===== src/rtl/stream_player_pkg.sv =====
// Shared types and default parameters for the stream sample player.
package stream_player_pkg;

    localparam int DEF_WORDLENGTH = 14;
    localparam int DEF_DEPTH      = 128;
    localparam int DEF_GAP_WIDTH  = 4;

    typedef enum logic [1:0] {
        IDLE = 2'd0,
        READ = 2'd1,
        EMIT = 2'd2,
        GAP  = 2'd3
    } state_t;

endpackage


===== src/rtl/sample_ram.sv =====
// Simple dual-port sample memory: one write port, one synchronous read port
// with a single cycle of read latency.
module sample_ram #(
    parameter int WIDTH      = 14,
    parameter int DEPTH      = 128,
    parameter int ADDR_WIDTH = 7
) (
    input  logic                  clk,
    input  logic                  srst,
    input  logic                  wr_en,
    input  logic [ADDR_WIDTH-1:0] wr_addr,
    input  logic [WIDTH-1:0]      wr_data,
    input  logic                  rd_en,
    input  logic [ADDR_WIDTH-1:0] rd_addr,
    output logic [WIDTH-1:0]      rd_data
);

    logic [WIDTH-1:0] mem_r [DEPTH];
    logic [WIDTH-1:0] rd_data_r;

    // Memory array write port (contents intentionally not reset).
    always_ff @(posedge clk) begin
        if (wr_en) begin
            mem_r[wr_addr] <= wr_data;
        end
    end

    // Registered read port.
    always_ff @(posedge clk or posedge srst) begin
        if (srst) begin
            rd_data_r <= {WIDTH{1'b0}};
        end else if (rd_en) begin
            rd_data_r <= mem_r[rd_addr];
        end
    end

    assign rd_data = rd_data_r;

endmodule


===== src/rtl/stream_sample_player.sv =====
// Plays a programmable-length sample table out as a valid-qualified stream,
// with optional inter-sample gap and looping.
module stream_sample_player
    import stream_player_pkg::*;
#(
    parameter int WORDLENGTH = DEF_WORDLENGTH,
    parameter int DEPTH      = DEF_DEPTH,
    parameter int GAP_WIDTH  = DEF_GAP_WIDTH
) (
    input  logic                     clk,
    input  logic                     srst,
    input  logic                     wr_en,
    input  logic [$clog2(DEPTH)-1:0] wr_addr,
    input  logic [WORDLENGTH-1:0]    wr_data,
    input  logic [$clog2(DEPTH):0]   len,
    input  logic [GAP_WIDTH-1:0]     gap,
    input  logic                     loop,
    input  logic                     start,
    input  logic                     stop,
    output logic [WORDLENGTH-1:0]    m_tdata,
    output logic                     m_tvalid,
    output logic                     m_tlast,
    output logic                     busy,
    output logic                     done
);

    localparam int AW = $clog2(DEPTH);
    localparam int LW = AW + 1;
    localparam logic [LW-1:0] DEPTH_LEN = LW'(DEPTH);

    state_t                state_r, state_s;
    logic [AW-1:0]         ptr_r, ptr_s, ptr_inc_s;
    logic [LW-1:0]         len_r, len_s;
    logic [GAP_WIDTH-1:0]  gap_r, gap_s, gap_cnt_r, gap_cnt_s;
    logic                  loop_r, loop_s;
    logic [WORDLENGTH-1:0] tdata_r, tdata_s;
    logic                  tvalid_r, tvalid_s;
    logic                  tlast_r, tlast_s;
    logic                  busy_r, busy_s;
    logic                  done_r, done_s;
    logic                  last_s;
    logic                  wr_en_s;
    logic                  rd_en_s;
    logic [AW-1:0]         rd_addr_s;
    logic [WORDLENGTH-1:0] rd_data_s;

    assign wr_en_s   = wr_en && (state_r == IDLE);
    assign last_s    = ({1'b0, ptr_r} == (len_r - LW'(1)));
    assign ptr_inc_s = last_s ? {AW{1'b0}} : (ptr_r + AW'(1));

    sample_ram #(
        .WIDTH      (WORDLENGTH),
        .DEPTH      (DEPTH),
        .ADDR_WIDTH (AW)
    ) u_ram (
        .clk     (clk),
        .srst    (srst),
        .wr_en   (wr_en_s),
        .wr_addr (wr_addr),
        .wr_data (wr_data),
        .rd_en   (rd_en_s),
        .rd_addr (rd_addr_s),
        .rd_data (rd_data_s)
    );

    // Next-state, pointer, gap counter and output-register logic.
    always_comb begin
        state_s   = state_r;
        ptr_s     = ptr_r;
        len_s     = len_r;
        gap_s     = gap_r;
        loop_s    = loop_r;
        gap_cnt_s = gap_cnt_r;
        tdata_s   = tdata_r;
        tvalid_s  = 1'b0;
        tlast_s   = 1'b0;
        done_s    = 1'b0;
        rd_en_s   = 1'b0;
        rd_addr_s = ptr_r;
        case (state_r)
            IDLE: begin
                if (start && !stop && (len != {LW{1'b0}})) begin
                    len_s   = (len > DEPTH_LEN) ? DEPTH_LEN : len;
                    gap_s   = gap;
                    loop_s  = loop;
                    ptr_s   = {AW{1'b0}};
                    state_s = READ;
                end else begin
                    state_s = IDLE;
                end
            end
            READ: begin
                if (stop) begin
                    state_s = IDLE;
                end else begin
                    rd_en_s = 1'b1;
                    state_s = EMIT;
                end
            end
            EMIT: begin
                if (stop) begin
                    state_s = IDLE;
                end else begin
                    tdata_s  = rd_data_s;
                    tvalid_s = 1'b1;
                    tlast_s  = last_s;
                    ptr_s    = ptr_inc_s;
                    if (last_s && !loop_r) begin
                        done_s  = 1'b1;
                        state_s = IDLE;
                    end else if (gap_r == {GAP_WIDTH{1'b0}}) begin
                        // Read of the next sample overlaps this emission.
                        rd_en_s   = 1'b1;
                        rd_addr_s = ptr_inc_s;
                        state_s   = EMIT;
                    end else begin
                        gap_cnt_s = gap_r - GAP_WIDTH'(1);
                        state_s   = GAP;
                    end
                end
            end
            GAP: begin
                if (stop) begin
                    state_s = IDLE;
                end else if (gap_cnt_r == {GAP_WIDTH{1'b0}}) begin
                    // Last idle cycle doubles as the read cycle.
                    rd_en_s = 1'b1;
                    state_s = EMIT;
                end else begin
                    gap_cnt_s = gap_cnt_r - GAP_WIDTH'(1);
                    state_s   = GAP;
                end
            end
            default: begin
                state_s = IDLE;
            end
        endcase
        busy_s = (state_s != IDLE);
    end

    // State, control and output registers.
    always_ff @(posedge clk or posedge srst) begin
        if (srst) begin
            state_r   <= IDLE;
            ptr_r     <= {AW{1'b0}};
            len_r     <= {LW{1'b0}};
            gap_r     <= {GAP_WIDTH{1'b0}};
            loop_r    <= 1'b0;
            gap_cnt_r <= {GAP_WIDTH{1'b0}};
            tdata_r   <= {WORDLENGTH{1'b0}};
            tvalid_r  <= 1'b0;
            tlast_r   <= 1'b0;
            busy_r    <= 1'b0;
            done_r    <= 1'b0;
        end else begin
            state_r   <= state_s;
            ptr_r     <= ptr_s;
            len_r     <= len_s;
            gap_r     <= gap_s;
            loop_r    <= loop_s;
            gap_cnt_r <= gap_cnt_s;
            tdata_r   <= tdata_s;
            tvalid_r  <= tvalid_s;
            tlast_r   <= tlast_s;
            busy_r    <= busy_s;
            done_r    <= done_s;
        end
    end

    assign m_tdata  = tdata_r;
    assign m_tvalid = tvalid_r;
    assign m_tlast  = tlast_r;
    assign busy     = busy_r;
    assign done     = done_r;

endmodule

===== config.mk =====
export PLATFORM = sky130hd
export DESIGN_NAME = stream_sample_player
export DESIGN_NICKNAME = d
export VERILOG_FILES = /design/src/rtl/stream_player_pkg.sv /design/src/rtl/sample_ram.sv /design/src/rtl/stream_sample_player.sv
export SDC_FILE = /design/constraint.sdc
export NUM_CORES = 2
export LEC_CHECK = 0
export BUFFER_PORTS_ARGS = -buffer_cell sky130_fd_sc_hd__buf_2
export CAP_MARGIN = 15
export CORE_MARGIN = 4
export CORE_UTILIZATION = 28
export CTS_BUF_LIST = sky130_fd_sc_hd__clkbuf_4 sky130_fd_sc_hd__clkbuf_8
export DETAILED_ROUTE_END_ITERATION = 8
export PLACE_DENSITY = 0.43
export SETUP_SLACK_MARGIN = 0.02
export SYNTH_ARGS = -nofsm -noshare
export SYNTH_HDL_FRONTEND = slang
export SYNTH_SLANG_ARGS = --single-unit

===== constraint.sdc =====
create_clock -name clk -period 5.8 [get_ports clk]
set_input_delay 1.16 -clock clk [delete_from_list [all_inputs] [get_ports clk]]
set_output_delay 1.16 -clock clk [all_outputs]
set_load 0.02 [all_outputs]

======== Yosys cells after proc, flatten, opt, wreduce, memory -nomap -nowiden ========
Memories as Yosys holds them, arrays and structs flattened. A register that Yosys moved wholly into a read port is not among the register bits.
Cells that the tools add are included.
storage, ports and cells
  bits in registers ....................... 44
  memories ................................ 1
  RAM bits ................................ 1792
  output and inout port bits .............. 18
operators by class
  multiplexer cells ....................... 38
  magnitude comparators ................... 1
  add/sub/neg operators ................... 4
  equality and inequality tests ........... 10
  bitwise logic cells ..................... 1
  reductions and logical operators ........ 17
memory list
  memory       depth  bits a word  rd ports  clocked after Yosys merged registers in  write ports  line              source
  u_ram.mem_r  128    14           1         1                                        1            sample_ram.sv:18  logic [WIDTH-1:0] mem_r [DEPTH];
operators with widths
  kind                                              number
  2-to-1 mux 7 bit                                  7
  2-to-1 mux 4 bit                                  5
  2-to-1 mux 1 bit                                  17
  case mux 7 bit (2 select lines)                   1
  inequality test 2 bit, second input constant      5
  == test 7 x 8 -> 1 bit                            1
  > comparator 8 bit, second input constant         1
  logical NOT 4 bit                                 2
  2-to-1 mux 2 bit                                  4
  2-to-1 mux 8 bit                                  1
  case mux 2 bit (4 select lines)                   1
  case mux 4 bit (2 select lines)                   1
  nonzero test 8 bit                                1
  subtractor 4 x 1 -> 4 bit, second input constant  2
  subtractor 8 x 1 -> 8 bit, second input constant  1
  adder 7 x 1 -> 7 bit, second input constant       1
  AND reduction 6 bit                               1
  nonzero test 2 bit                                3
  == test 2 bit, second input constant              2
  logical AND 1 bit                                 4
  AND reduction 2 bit                               2
  case mux 1 bit (3 select lines)                   1
  AND reduction 3 bit                               1
  == test 2 x 1 -> 1 bit, second input constant     1
  4 further kinds                                   5

======== Logic depth before layout (Yosys ltp) ========
  word-level depth ........................ 7
  depth in mapped cells ................... 20

======== Modules after synthesis ========
Synthesis repeated with hierarchy kept, for this count alone.
unflattened totals
  cell total of the unflattened synthesis .. 3750
  area total of the unflattened synthesis .. 73025.0 sq um
modules (own cells, without submodules)
  module                area each (sq um)  seq. area each (sq um)  cells each  instances
  sample_ram            70560.2            54161.9                 3482        1
  stream_sample_player  2464.9             1101.1                  268         1

======== Worst setup path before layout ========
No wires, ideal clock.
  path type ............................... reg-to-reg
  from .................................... register len_r[1]
  to ...................................... register u_ram.rd_data_r[5], in the netlist u_ram.rd_data[5], read port of u_ram.mem_r
  cell stages (with the launch flop) ...... 14
  slack ................................... 1774 ps
  clock period less this slack ............ 4026 ps
  data arrival time ....................... 3884 ps
  setup time .............................. 142 ps
  buffers on the path ..................... 2
  cell sequence ........................... dfrtp_1 or4_4 or3_4 a2111oi_4 and3_1 o21ai_1 nand2_1 buf_2 buf_1 mux2i_1 o22ai_1 o41ai_1 nor4bb_1 o221ai_1
between the ends
  longest elaborated chain between the ends .. 7
  elaborated cells between the ends (all ways) .. 11
RTL lines
  what                           line                         source
  start, declared                stream_sample_player.sv:33   logic [LW-1:0] len_r, len_s;
  start signal, assigned         stream_sample_player.sv:146  len_r <= {LW{1'b0}};
  start signal, assigned         stream_sample_player.sv:158  len_r <= len_s;
  subtractor 8 x 1 -> 8 bit (*)  stream_sample_player.sv:48   assign last_s = ({1'b0, ptr_r} == (len_r - LW'(1)));
  == test 7 x 8 -> 1 bit (*)     stream_sample_player.sv:48
  2-to-1 mux 7 bit               stream_sample_player.sv:49   assign ptr_inc_s = last_s ? {AW{1'b0}} : (ptr_r + AW'(1));
  2-to-1 mux 7 bit               stream_sample_player.sv:111  end else if (gap_r == {GAP_WIDTH{1'b0}}) begin
  2-to-1 mux 7 bit               stream_sample_player.sv:108  if (last_s && !loop_r) begin
  2-to-1 mux 7 bit               stream_sample_player.sv:101  if (stop) begin
  2-to-1 mux 7 bit               stream_sample_player.sv:80   case (state_r)
  end, declared                  sample_ram.sv:19             logic [WIDTH-1:0] rd_data_r;
Every way passes the cells marked *; elsewhere a longest branch is shown, timed or not.
A chain may end at the register's enable or synchronous reset.

======== Worst setup path in the final report ========
  from .................................... register len_r[2]
  to ...................................... register u_ram.rd_data_r[10], in the netlist u_ram.rd_data[10], read port of u_ram.mem_r
Same word-level chain as after synthesis.

==> impl_metrics.toml <==
[setup_path]
end_kind = "flip-flop"
r2r-start = "len_r[2]$_DFFE_PP0P_"
cp.arrival_ps = 6420
cp-start-kind = "flip-flop"
required_ps = 6680
crit_path_top_delay_cell = "or2_2"
worst-path-buf-inv = 3
cp_top_family = "simple AND/OR/NAND/NOR gates"
r2r_slack_ps = 260
cpPeakStageDelay_ps = 650
crit_fanout = 18
crit_type = "reg -> reg"
crit_path_frequent_cell = "buf_4"
r2r_end = "u_ram.rd_data[10]$_DFFE_PP0P_"
crit_chain = "or4_4, or3_4, a2111oi_4, nand3_1, a31o_2, o21ai_0, or2_2, buf_12, o22ai_1, o41ai_1, buf_4, nor4bb_2, buf_4, o221ai_1"
r2r_cells = 14

[synth]
ys_async_sr_fraction_pct = 3.14
synth.top_cell.area_share_pct = 73.7
syn-num-nets = 4341
synth_edf_count = 1792
synth_area_leader_cell = "edfxtp_1"
synth.avg_cell_area_um2 = 17.0
yosysSeqAreaShare_pct = 75.7
synth_ff_type = "edfxtp_1"
synth_cells = 4299
synth_seq_cells = 1850
synth_area_leaders = "edfxtp_1, mux2i_1, mux2_2"
yosys_warnings = 0
syn_area_um2 = 73000
ys_types = 73

[routing]
first_iter_violations = 4011
vias = 41500
ant_nets = 0
route.detailed.drc = 0
routed_wl_mm = 233
drt-pass1-iter-count = 5
routed_via_density = 4.95
routedWlPerCell_um = 27.8

[power_and_ir_drop]
switching_share_pct = 29.1
ir_drop_uv = 317
comb_power_share_pct = 20.5
p_int_w = 0.0239
power.density_nw_per_um2 = 393
p_leak_nw = 28.1
netSwitchingPower_w = 0.00978
seqPwrFrac_pct = 44.8
clkPwrFrac_pct = 34.7

[floorplanning]
die_h_um = 519
coreArea_um2 = 259000
io_pins = 57
fp.dieW_um = 519
rows = 187
die-area_um2 = 269000
initial_core_util_pct = 28.1

[sta]
setup-tns-final_ps = 0
hold_viol = 0
drv_slew = 0
worst_slew_pin_slew_ps = 1100
rsz0062_at_grt = "false"
clock_skew_ps = 85.9
period_share_pct = 95.5
fmax_ghz = 0.181
max-slew-margin-rel_pct = 26.5
fin_crit_ps = 5540
layout_setup_ws_ps = 262
setup_violations = 0

[hold_path]
min_to = "state_r[1]$_DFF_PP0_"
min_path_cells = 2
hold_path.class = "in -> reg"
hp-start = "stop"

[place]
post-place-ws_ps = -268
io_buffers = 56
gp_congestion = 0.818
hpwl_mm = 140

[finish]
layout_common_cells = "edfxtp_1, mux2i_1, clkbuf_8"
layout_commonest_cell = "edfxtp_1"
area_growth_pct = 17.2
layout.nets = 4790
finalCoreUtilization_pct = 33.0
layout-drive-gt1-share_pct = 22.6

[grt]
antenna_found_initial = 8
grt-ovfl-total = 0
grt_pass1_wl_mm = 325
grt_usage_pct = 16.8
grt_max_degree = 94
grt_pass1_vias = 41200

[flow_run]
maxCapViolCount = 0

[clock_tree]
cts_root_buf = "clkbuf_8"
clk_latency_ps = 1040
numCtsBuffers = 334
cts_hold_buf = 0
tritoncts = "yes"
cts.reportedPaths.clkPinSlew_ps = 60
clockBufferDepth = 4
htreeDepth = 5
cts.sinks = 1850

[status]
status = "finished clean"
-- Yosys cell counts, types with 4 or more instances --
library cell	n
nor2_1	155
xnor2_1	7
o221ai_1	15
buf_4	4
o22a_1	28
o211ai_1	57
buf_6	11
nand2_1	293
o32ai_1	59
and2_0	6
dfrtp_1	58
nor2b_1	6
a2111oi_0	28
buf_1	23
inv_1	7
a21oi_1	95
buf_2	102
mux2i_1	458
mux2_2	158
a221oi_1	55
nor4_1	17
nand2b_1	4
nand3b_1	6
clkbuf_1	137
o22ai_1	144
a22oi_1	5
o21ai_0	96
or2_2	4
o41ai_1	30
nand3_1	157
edfxtp_1	1792
a31oi_1	84
mux4_2	56
and2_1	26
mux2_1	38
and3_1	9
nor3_1	5
nor4bb_1	13
-- layout make-up --
| class | count | area [um2] |
|---|---|---|
| clock inverters | 116 | 664 |
| well taps | 3402 | 4260 |
| repair buffers | 390 | 3250 |
| diodes | 7 | 17.5 |
| inverters | 7 | 26.3 |
| multi-input cells | 2165 | 16600 |
| clock buffers | 445 | 5490 |
| flip-flops and latches | 1850 | 55300 |
| fillers | 25000 | 174000 |
-- timing repair --
item,4_1_cts,5_1_grt
setup endpoints to repair,1,3
setup buffers,0,3
pin swaps,0,1
gates resized for setup,1,1
-- power by group through the flow --
stage	Sequential, W	Clock (W)	Combinational (W)
3_3_place_gp	0.0153	0	0.00707
4_1_cts	0.0151	0.0120	0.00704
5_1_grt	0.0151	0.0127	0.00734
6_report	0.0151	0.0117	0.00691
3_5_place_dp	0.0153	0	0.00702
2_1_floorplan	0.0153	0	0.00438
-- through the flow --
stage	cells	power [W]	hold slack, ps	cell area (um2)
4_1_cts	8371	0.0341	224	85500
3_5_place_dp	7810	0.0224	457	79300
6_report	8382	0.0336	369	85600
3_3_place_gp	7810	0.0224	453	79300
5_1_grt	8376	0.0351	296	85500
2_1_floorplan	4299	0.0197	431	73000
-- worst register-to-register path: cells and delay by family, from the launching register on --
family / cells / cell delay, ps
and+or+nand+nor: 5 / 2600
AOI/OAI and AO/OA: 6 / 1660
buffers and inverters: 3 / 710
DFF: 1 / 430
-- how the worst max path moves through the flow --
stage,start,end,slack [ps],cells after the start
3_3_place_gp,len_r[1]$_DFFE_PP0P_,u_ram.rd_data[10]$_DFFE_PP0P_,-270,14
4_1_cts,len_r[2]$_DFFE_PP0P_,u_ram.rd_data[10]$_DFFE_PP0P_,30,14
2_1_floorplan,len_r[1]$_DFFE_PP0P_,u_ram.rd_data[5]$_DFFE_PP0P_,1770,13
5_1_grt,len_r[1]$_DFFE_PP0P_,u_ram.rd_data[10]$_DFFE_PP0P_,40,15
6_report,len_r[2]$_DFFE_PP0P_,u_ram.rd_data[10]$_DFFE_PP0P_,260,14
3_5_place_dp,len_r[2]$_DFFE_PP0P_,u_ram.rd_data[10]$_DFFE_PP0P_,-270,14
-- per-layer routing --
metal / part of all wire (%) / global-route usage (%) / wire length, um
met5: 0 / 0 / 0
met4: 2.5 / 4.76 / 5730
met3: 4.8 / 2.59 / 11200
met2: 47 / 27.1 / 110000
met1: 46 / 23.5 / 106000
-- registers in the layout, summed over array words and instances, names as in the netlist --
register and cells:
busy 1, done 1, gap_cnt_r 4, gap_r 4
len_r 8, loop_r 1, m_tdata 14, m_tlast 1
m_tvalid 1, ptr_r 7, state_r 2, u_ram.mem_r 1792
u_ram.rd_data 14
-- cells by family (layout without fill, tap and decap cells) --
logic type | after synthesis | in the layout | share of synthesized area [%]
XOR/XNOR | 8 | 8 | 0.0960
flip-flops | 1850 | 1850 | 75.7
AND/OR/NAND/NOR | 722 | 722 | 4.51
multiplexers | 710 | 710 | 11.0
buffers and inverters | 284 | 958 | 1.77
AO/OA/AOI/OAI | 722 | 722 | 6.82
other | 0 | 7 | 0
adder cells (fa/ha/maj) | 3 | 3 | 0.0514
No activity file was read; power rests on OpenSTA's default activity.
